<file path="config.mk">
export PLATFORM = sky130hd
export DESIGN_NAME = part_2_event_capture
export DESIGN_NICKNAME = d
export VERILOG_FILES = /design/src/rtl/part_2_event_capture.sv
export SDC_FILE = /design/constraint.sdc
export NUM_CORES = 1
export LEC_CHECK = 0
export ABC_AREA = 1
export CAP_MARGIN = 5
export CORE_ASPECT_RATIO = 1.1
export CORE_UTILIZATION = 37
export CTS_BUF_LIST = sky130_fd_sc_hd__clkbuf_8
export DETAILED_ROUTE_END_ITERATION = 8
export PLACE_DENSITY = 0.6
export SLEW_MARGIN = 20
export SYNTH_ARGS = -nofsm -noshare
export SYNTH_HDL_FRONTEND = slang
export SYNTH_SLANG_ARGS = --single-unit
</file>
<file path="constraint.sdc">
create_clock -name clk_i -period 1.93 [get_ports clk_i]
set_input_delay 0.386 -clock clk_i [delete_from_list [all_inputs] [get_ports clk_i]]
set_output_delay 0.386 -clock clk_i [all_outputs]
set_load 0.01 [all_outputs]
</file>
<file path="src/rtl/part_2_event_capture.sv">
`default_nettype none
// ============================================================================
//  Module   : part_2_event_capture
//  Purpose  : Upstream stage of the partition-2 initiator transport FSM.
//             Detects rising edges of the mission clock clk_0_h in the clk_i
//             domain. On each edge it snapshots {wen,data} for every channel,
//             tags the snapshot with a sequence number and queues it in a
//             FIFO. The FIFO head is handed out on a valid/ready handshake.
//             freeze_clk_o asks the mission clock generator to stall before
//             the queue overflows.
//  Ports    : clk_i, rst_n_i    utility clock, async active-low reset
//             clk_0_h           mission clock, sampled as async data
//             wen_i, data_i     partition outputs (NCH x {wen, 8-bit data})
//             vec_valid_o/vec_ready_i/vec_data_o/vec_seq_o  head handshake
//             level_o           FIFO occupancy
//             freeze_clk_o      mission clock freeze request
//             overflow_o        sticky: an edge was dropped
//             drop_cnt_o        saturating count of dropped edges
//             flush_i           synchronous FIFO clear
//  Option   : PART_2_CAPTURE_CHANGE_ONLY_EN - when defined, an edge is only
//             queued if its vector differs from the last accepted vector.
//  Revision : 1.0 - initial release
// ============================================================================
module part_2_event_capture #(
   parameter int NCH       = 3,
   parameter int DEPTH     = 8,
   parameter int FREEZE_HI = 6,
   parameter int FREEZE_LO = 2,
   parameter int SEQ_W     = 8
) (
   input  logic                     clk_i,
   input  logic                     rst_n_i,
   input  logic                     clk_0_h,
   input  logic [NCH-1:0]           wen_i,
   input  logic [NCH*8-1:0]         data_i,
   output logic                     vec_valid_o,
   input  logic                     vec_ready_i,
   output logic [NCH*9-1:0]         vec_data_o,
   output logic [SEQ_W-1:0]         vec_seq_o,
   output logic [$clog2(DEPTH):0]   level_o,
   output logic                     freeze_clk_o,
   output logic                     overflow_o,
   output logic [7:0]               drop_cnt_o,
   input  logic                     flush_i
);

   localparam int PW = $clog2(DEPTH);
   localparam int LW = PW + 1;
   localparam int VW = NCH * 9;
   localparam int EW = VW + SEQ_W;

   localparam logic [LW-1:0] DEPTH_L = LW'(DEPTH);
   localparam logic [LW-1:0] HI_L    = LW'(FREEZE_HI);
   localparam logic [LW-1:0] LO_L    = LW'(FREEZE_LO);

   typedef enum logic [0:0] {
      ST_RUN    = 1'b0,
      ST_FROZEN = 1'b1
   } frz_state_t;

   // edge detection
   logic s1, s2, s3;
   logic edge_det;

   // queue
   logic [EW-1:0]    mem [DEPTH];
   logic [PW-1:0]    wr_ptr, rd_ptr;
   logic [LW-1:0]    level, level_nxt;
   logic [SEQ_W-1:0] seq;
   logic [VW-1:0]    cap_vec;
   logic [EW-1:0]    head;

   logic changed, push_req, pop, accept, drop;
   frz_state_t state;

   // snapshot packing: channel k = {wen[k], data[8k+7:8k]}
   for (genvar k = 0; k < NCH; k++) begin : g_pack
      assign cap_vec[9*k +: 9] = {wen_i[k], data_i[8*k +: 8]};
   end

   assign edge_det = s2 & ~s3;

`ifdef PART_2_CAPTURE_CHANGE_ONLY_EN
   logic [VW-1:0] last_vec;
   logic          seen;   // an entry has been accepted since reset

   assign changed = ~seen | (cap_vec != last_vec);

   // last accepted vector survives flush; only reset clears it
   always_ff @(posedge clk_i or negedge rst_n_i) begin
      if (!rst_n_i) begin
         last_vec <= '0;
         seen     <= 1'b0;
      end else if (accept) begin
         last_vec <= cap_vec;
         seen     <= 1'b1;
      end
   end
`else
   assign changed = 1'b1;
`endif

   assign vec_valid_o = (level != '0);
   assign pop         = vec_valid_o & vec_ready_i & ~flush_i;
   assign push_req    = edge_det & changed & ~flush_i;
   // a simultaneous pop frees the slot the push needs
   assign accept      = push_req & ((level < DEPTH_L) | pop);
   assign drop        = push_req & ~accept;

   always_comb begin
      level_nxt = level;
      if (flush_i)
         level_nxt = '0;
      else if (accept & ~pop)
         level_nxt = level + LW'(1);
      else if (~accept & pop)
         level_nxt = level - LW'(1);
   end

   always_ff @(posedge clk_i or negedge rst_n_i) begin
      if (!rst_n_i) begin
         s1         <= 1'b0;
         s2         <= 1'b0;
         s3         <= 1'b0;
         wr_ptr     <= '0;
         rd_ptr     <= '0;
         level      <= '0;
         seq        <= '0;
         overflow_o <= 1'b0;
         drop_cnt_o <= '0;
         for (int i = 0; i < DEPTH; i++)
            mem[i] <= '0;
      end else begin
         s1    <= clk_0_h;
         s2    <= s1;
         s3    <= s2;
         level <= level_nxt;
         if (flush_i) begin
            wr_ptr <= '0;
            rd_ptr <= '0;
         end else begin
            if (accept) begin
               mem[wr_ptr] <= {seq, cap_vec};
               wr_ptr      <= wr_ptr + PW'(1);
               seq         <= seq + SEQ_W'(1);
            end
            if (pop)
               rd_ptr <= rd_ptr + PW'(1);
         end
         if (drop) begin
            overflow_o <= 1'b1;
            if (drop_cnt_o != 8'hFF)
               drop_cnt_o <= drop_cnt_o + 8'd1;
         end
      end
   end

   assign head       = mem[rd_ptr];
   assign vec_data_o = head[VW-1:0];
   assign vec_seq_o  = head[EW-1:VW];

   // freeze hysteresis, decided on the occupancy the FIFO is about to have
   always_ff @(posedge clk_i or negedge rst_n_i) begin
      if (!rst_n_i) begin
         state        <= ST_RUN;
         freeze_clk_o <= 1'b0;
      end else begin
         case (state)
            ST_RUN: begin
               if (!flush_i && level_nxt >= HI_L) begin
                  state        <= ST_FROZEN;
                  freeze_clk_o <= 1'b1;
               end
            end
            ST_FROZEN: begin
               if (flush_i || level_nxt <= LO_L) begin
                  state        <= ST_RUN;
                  freeze_clk_o <= 1'b0;
               end
            end
            default: begin
               state        <= ST_RUN;
               freeze_clk_o <= 1'b0;
            end
         endcase
      end
   end

   assign level_o = level;

endmodule
`default_nettype wire

</file>
==> summary.md <==
| Metric | Value |
|---|---|
| Overall die height | 205 µm |
| Post-Syn Instances | 1614 |
| Starting Density | 37.9% |
| Max-slew headroom at the worst pin | 73.0% |
| R2r setup slk | 0.24 ns |
| Layout Skew | 0.0311 ns |
| Register bit total from synthesis | 312 |
| Final hold vios | 0 |
| DRC errors left | 0 |
| Cell Pwr Density | 988 nW/µm² |
| First-pass GRT wire length | 62100 µm |
| Share of cells above drive strength 1 | 20.5% |
| Max_cap viols | 0 |
| Cell Rows | 73 |
| Routed vias | 11900 |
| Nets@finish | 1834 |
| Net count after synthesis | 1652 |
| Startpoint types | register |
| RSZ-0062 raised after global routing | yes |
| Commonest non-fill, non-tap cell in the layout | o21ai_1 |
| Mapped Area | 13800 µm² |
| Root Buffer | clkbuf_8 |
| ANT nets after route | 0 |
| Synth Area per Inst | 8.55 µm² |
| Bufs on Longest Clock Path | 3 |
| Highest-count cells in the layout ignoring fill and taps | 331 x o21ai_1, 310 x dfrtp_1, 307 x nand2_1, 221 x nor2_1, 83 x buf_4 |
| Clock sinks | 312 |
| Die ar. | 38100 µm² |
| Worst Path Arrival | 2.23 ns |
| TritonCTS clock tree | done |
| Pin count of the biggest net entering global routing | 71 |
| VDD IR max | 0.479 mV |
| Final HPWL DP | 23300 µm |
| Hold Crit Class | in -> async |
| GPL Wtd Cong | 0.808 |
| Leak Pwr | 8.50 nW |
| Final setup vio count | 35 |
| Seq/Total Area, Yosys | 56.6% |
| Synth cell types | 32 |
| Diodes inserted | 0 |
| Leading area contributor after synthesis | dfrtp_1 |
| Crit Path Class | reg -> out |
| Core area | 36400 µm² |
| Number of global-route vias before repair | 11900 |
| Vias per inst | 5.11 |
| CTS buffer count | 54 |
| Slowest library cell on the worst path | dfrtp_4 |
| Fin crit share | 135% |
| GRT Total Usage | 20.6% |
| Initial antenna violation count | 0 |
| Synth top area cells | dfrtp_1 57%, o21ai_1 10%, nand2_1 8.4%, nor2_1 6.8%, o21ai_0 5.3% |
| Worst R2R Start | level_o[3]$_DFF_PN0_ |
| Port Buf Inserts | 81 |
| Status | finished with violations |
| Maximum clock frequency | 383 MHz |
| Final Instance Area | 18100 µm² |
| Critical Path Max Stage Delay | 0.58 ns |
| Syn. warnings | 0 |
| Tmin final | 2.61 ns |
| Crit. End Element | primary output |
| Power Total | 17.9 mW |
| Drt initial violations | 849 |
| FF-to-FF path depth | 9 |
| Share of the synthesized area in the top cell type | 56.6% |
| RR Endpoint | mem[253]$_DFFE_PN0P_ |
| I/O Pins | 82 |
| Fill cells | 3413 |
| DR WL/cell | 16.6 µm |
| Failing checks | negative setup slack |
| Worst EP required | 1.54 ns |
| Slew Viols, Final | 0 |
| Slew @ Worst Pin | 0.406 ns |
| Area delta synth->final | 31.1% |
| Drt total wl | 38400 µm |
| Drt first pass iters | 5 |
| CP max FO | 7 |
| Die width | 186 µm |
| H-tree depth | 2 |
| Final Core Density | 49.6% |
| Top FF cell, synth | dfrtp_1 |
| Post-placement cell area | 16200 µm² |
| Worst Path Buf+Inv | 4 |
| Grt ovf | 0 |
| CP cell instances | clkinv_8 -> buf_12 -> buf_16 -> o21ai_0 -> o22ai_1 -> nor2_1 -> a31oi_1 -> buf_2 |
| Fin worst setup slack | -0.684 ns |
| Worst-Skew Late Latency | 0.63 ns |
| Family with the most delay on the worst path | flip-flops |
| Async set-or-reset flop fraction in the synthesized netlist | 100% |
| EDFF count, synth | 0 |
| Worst-path clk slew | 0.06 ns |
-- through the flow --
| stage | hold WS (ns) | cells | TNS (ns) | setup slack, ns |
|---|---|---|---|---|
| 6_report | 0.223 | 2320 | -21.85 | -0.684 |
| 5_1_grt | 0.190 | 2320 | -25.70 | -0.776 |
| 4_1_cts | 0.175 | 2310 | -23.69 | -0.741 |
| 3_5_place_dp | 0.281 | 2196 | -45.39 | -0.475 |
| 3_3_place_gp | 0.281 | 2196 | -49.73 | -0.456 |
| 2_1_floorplan | 0.0904 | 1614 | 0 | 0.0303 |
-- layout make-up --
cell class / instances / area, µm² / area share, %
clock buffer: 70 / 963 / 5.33
clock inverter: 23 / 103 / 0.567
multi-input combinational: 1128 / 5600 / 31.0
inverter: 60 / 238 / 1.31
timing repair buffer: 239 / 2750 / 15.2
timing repair inverter: 1 / 11.3 / 0.0622
tap: 487 / 609 / 3.37
sequential: 312 / 7810 / 43.2
-- worst reg2reg max path, delay by kind of cell, from the launching register on --
kind | cells | cell delay [ns]
AOI/OAI and AO/OA | 2 | 0.12
buffers and inverters | 4 | 0.72
DFF | 1 | 0.41
and+or+nand+nor | 3 | 0.34
-- registers in the layout (all words and copies together) (netlist names) --
name / flops
mem: 280
drop_cnt_o: 8
seq: 8
level_o: 4
rd_ptr: 3
wr_ptr: 3
freeze_clk_o: 1
overflow_o: 1
s1: 1
s2: 1
s3: 1
state: 1
-- synth_stat cells, types with 10 or more instances --
library cell  number
dfrtp_1          312
nand2_1          308
o21ai_1          281
nor2_1           249
o21ai_0          145
buf_2             62
inv_1             49
clkbuf_1          42
a31oi_1           35
o22ai_1           35
nand3_1           19
xor2_1            11
nand4_1           10
-- what timing repair did --
item | in CTS | in global routing
endpoints found under the setup margin | 50 | 36
gates cloned | 7 | 9
pin swaps | 40 | 54
endpoints found under the hold margin | 201 | 0
gates resized for setup | 228 | 134
setup buffers | 13 | 3
hold buffers | 1 | 0
-- how the worst max path moves through the flow --
stage | from | end | slack (ns) | depth (start not counted)
after detailed placement | rd_ptr[0]$_DFFE_PN0P_ | vec_data_o[4] | -0.48 | 8
after global routing | rd_ptr[0]$_DFFE_PN0P_ | vec_seq_o[6] | -0.78 | 8
final | rd_ptr[0]$_DFFE_PN0P_ | vec_seq_o[6] | -0.68 | 8
after floorplan | rd_ptr[0]$_DFFE_PN0P_ | vec_data_o[10] | 0.03 | 7
after CTS | rd_ptr[0]$_DFFE_PN0P_ | vec_data_o[1] | -0.74 | 8
after global placement | rd_ptr[0]$_DFFE_PN0P_ | vec_data_o[23] | -0.46 | 7
-- logic make-up (layout without fill, tap and decap cells) --
| logic type | count (synthesis) | in the layout | share of synthesized area [%] |
|---|---|---|---|
| xor gates and xnor gates | 14 | 14 | 0.889 |
| DFF | 312 | 312 | 56.6 |
| and+or+nand+nor | 604 | 604 | 17.5 |
| AOI/OAI and AO/OA | 503 | 503 | 19.0 |
| adders and majority gates | 6 | 6 | 0.544 |
| buffers and inverters | 174 | 393 | 5.43 |
| muxes | 1 | 1 | 0.0816 |
-- metal layers --
metal / routed length [µm] / track usage (%)
met1: 17600 / 27.7
met3: 1910 / 3.80
met4: 795 / 7.06
met5: 0 / 0
met2: 18100 / 33.4
-- power by group --
part / switching, mW / total, mW / internal [mW]
clock: 2.75 / 5.97 / 3.22
combinational: 2.29 / 4.18 / 1.89
sequential: 0.454 / 7.73 / 7.28
No activity file was read; power rests on OpenSTA's default activity.
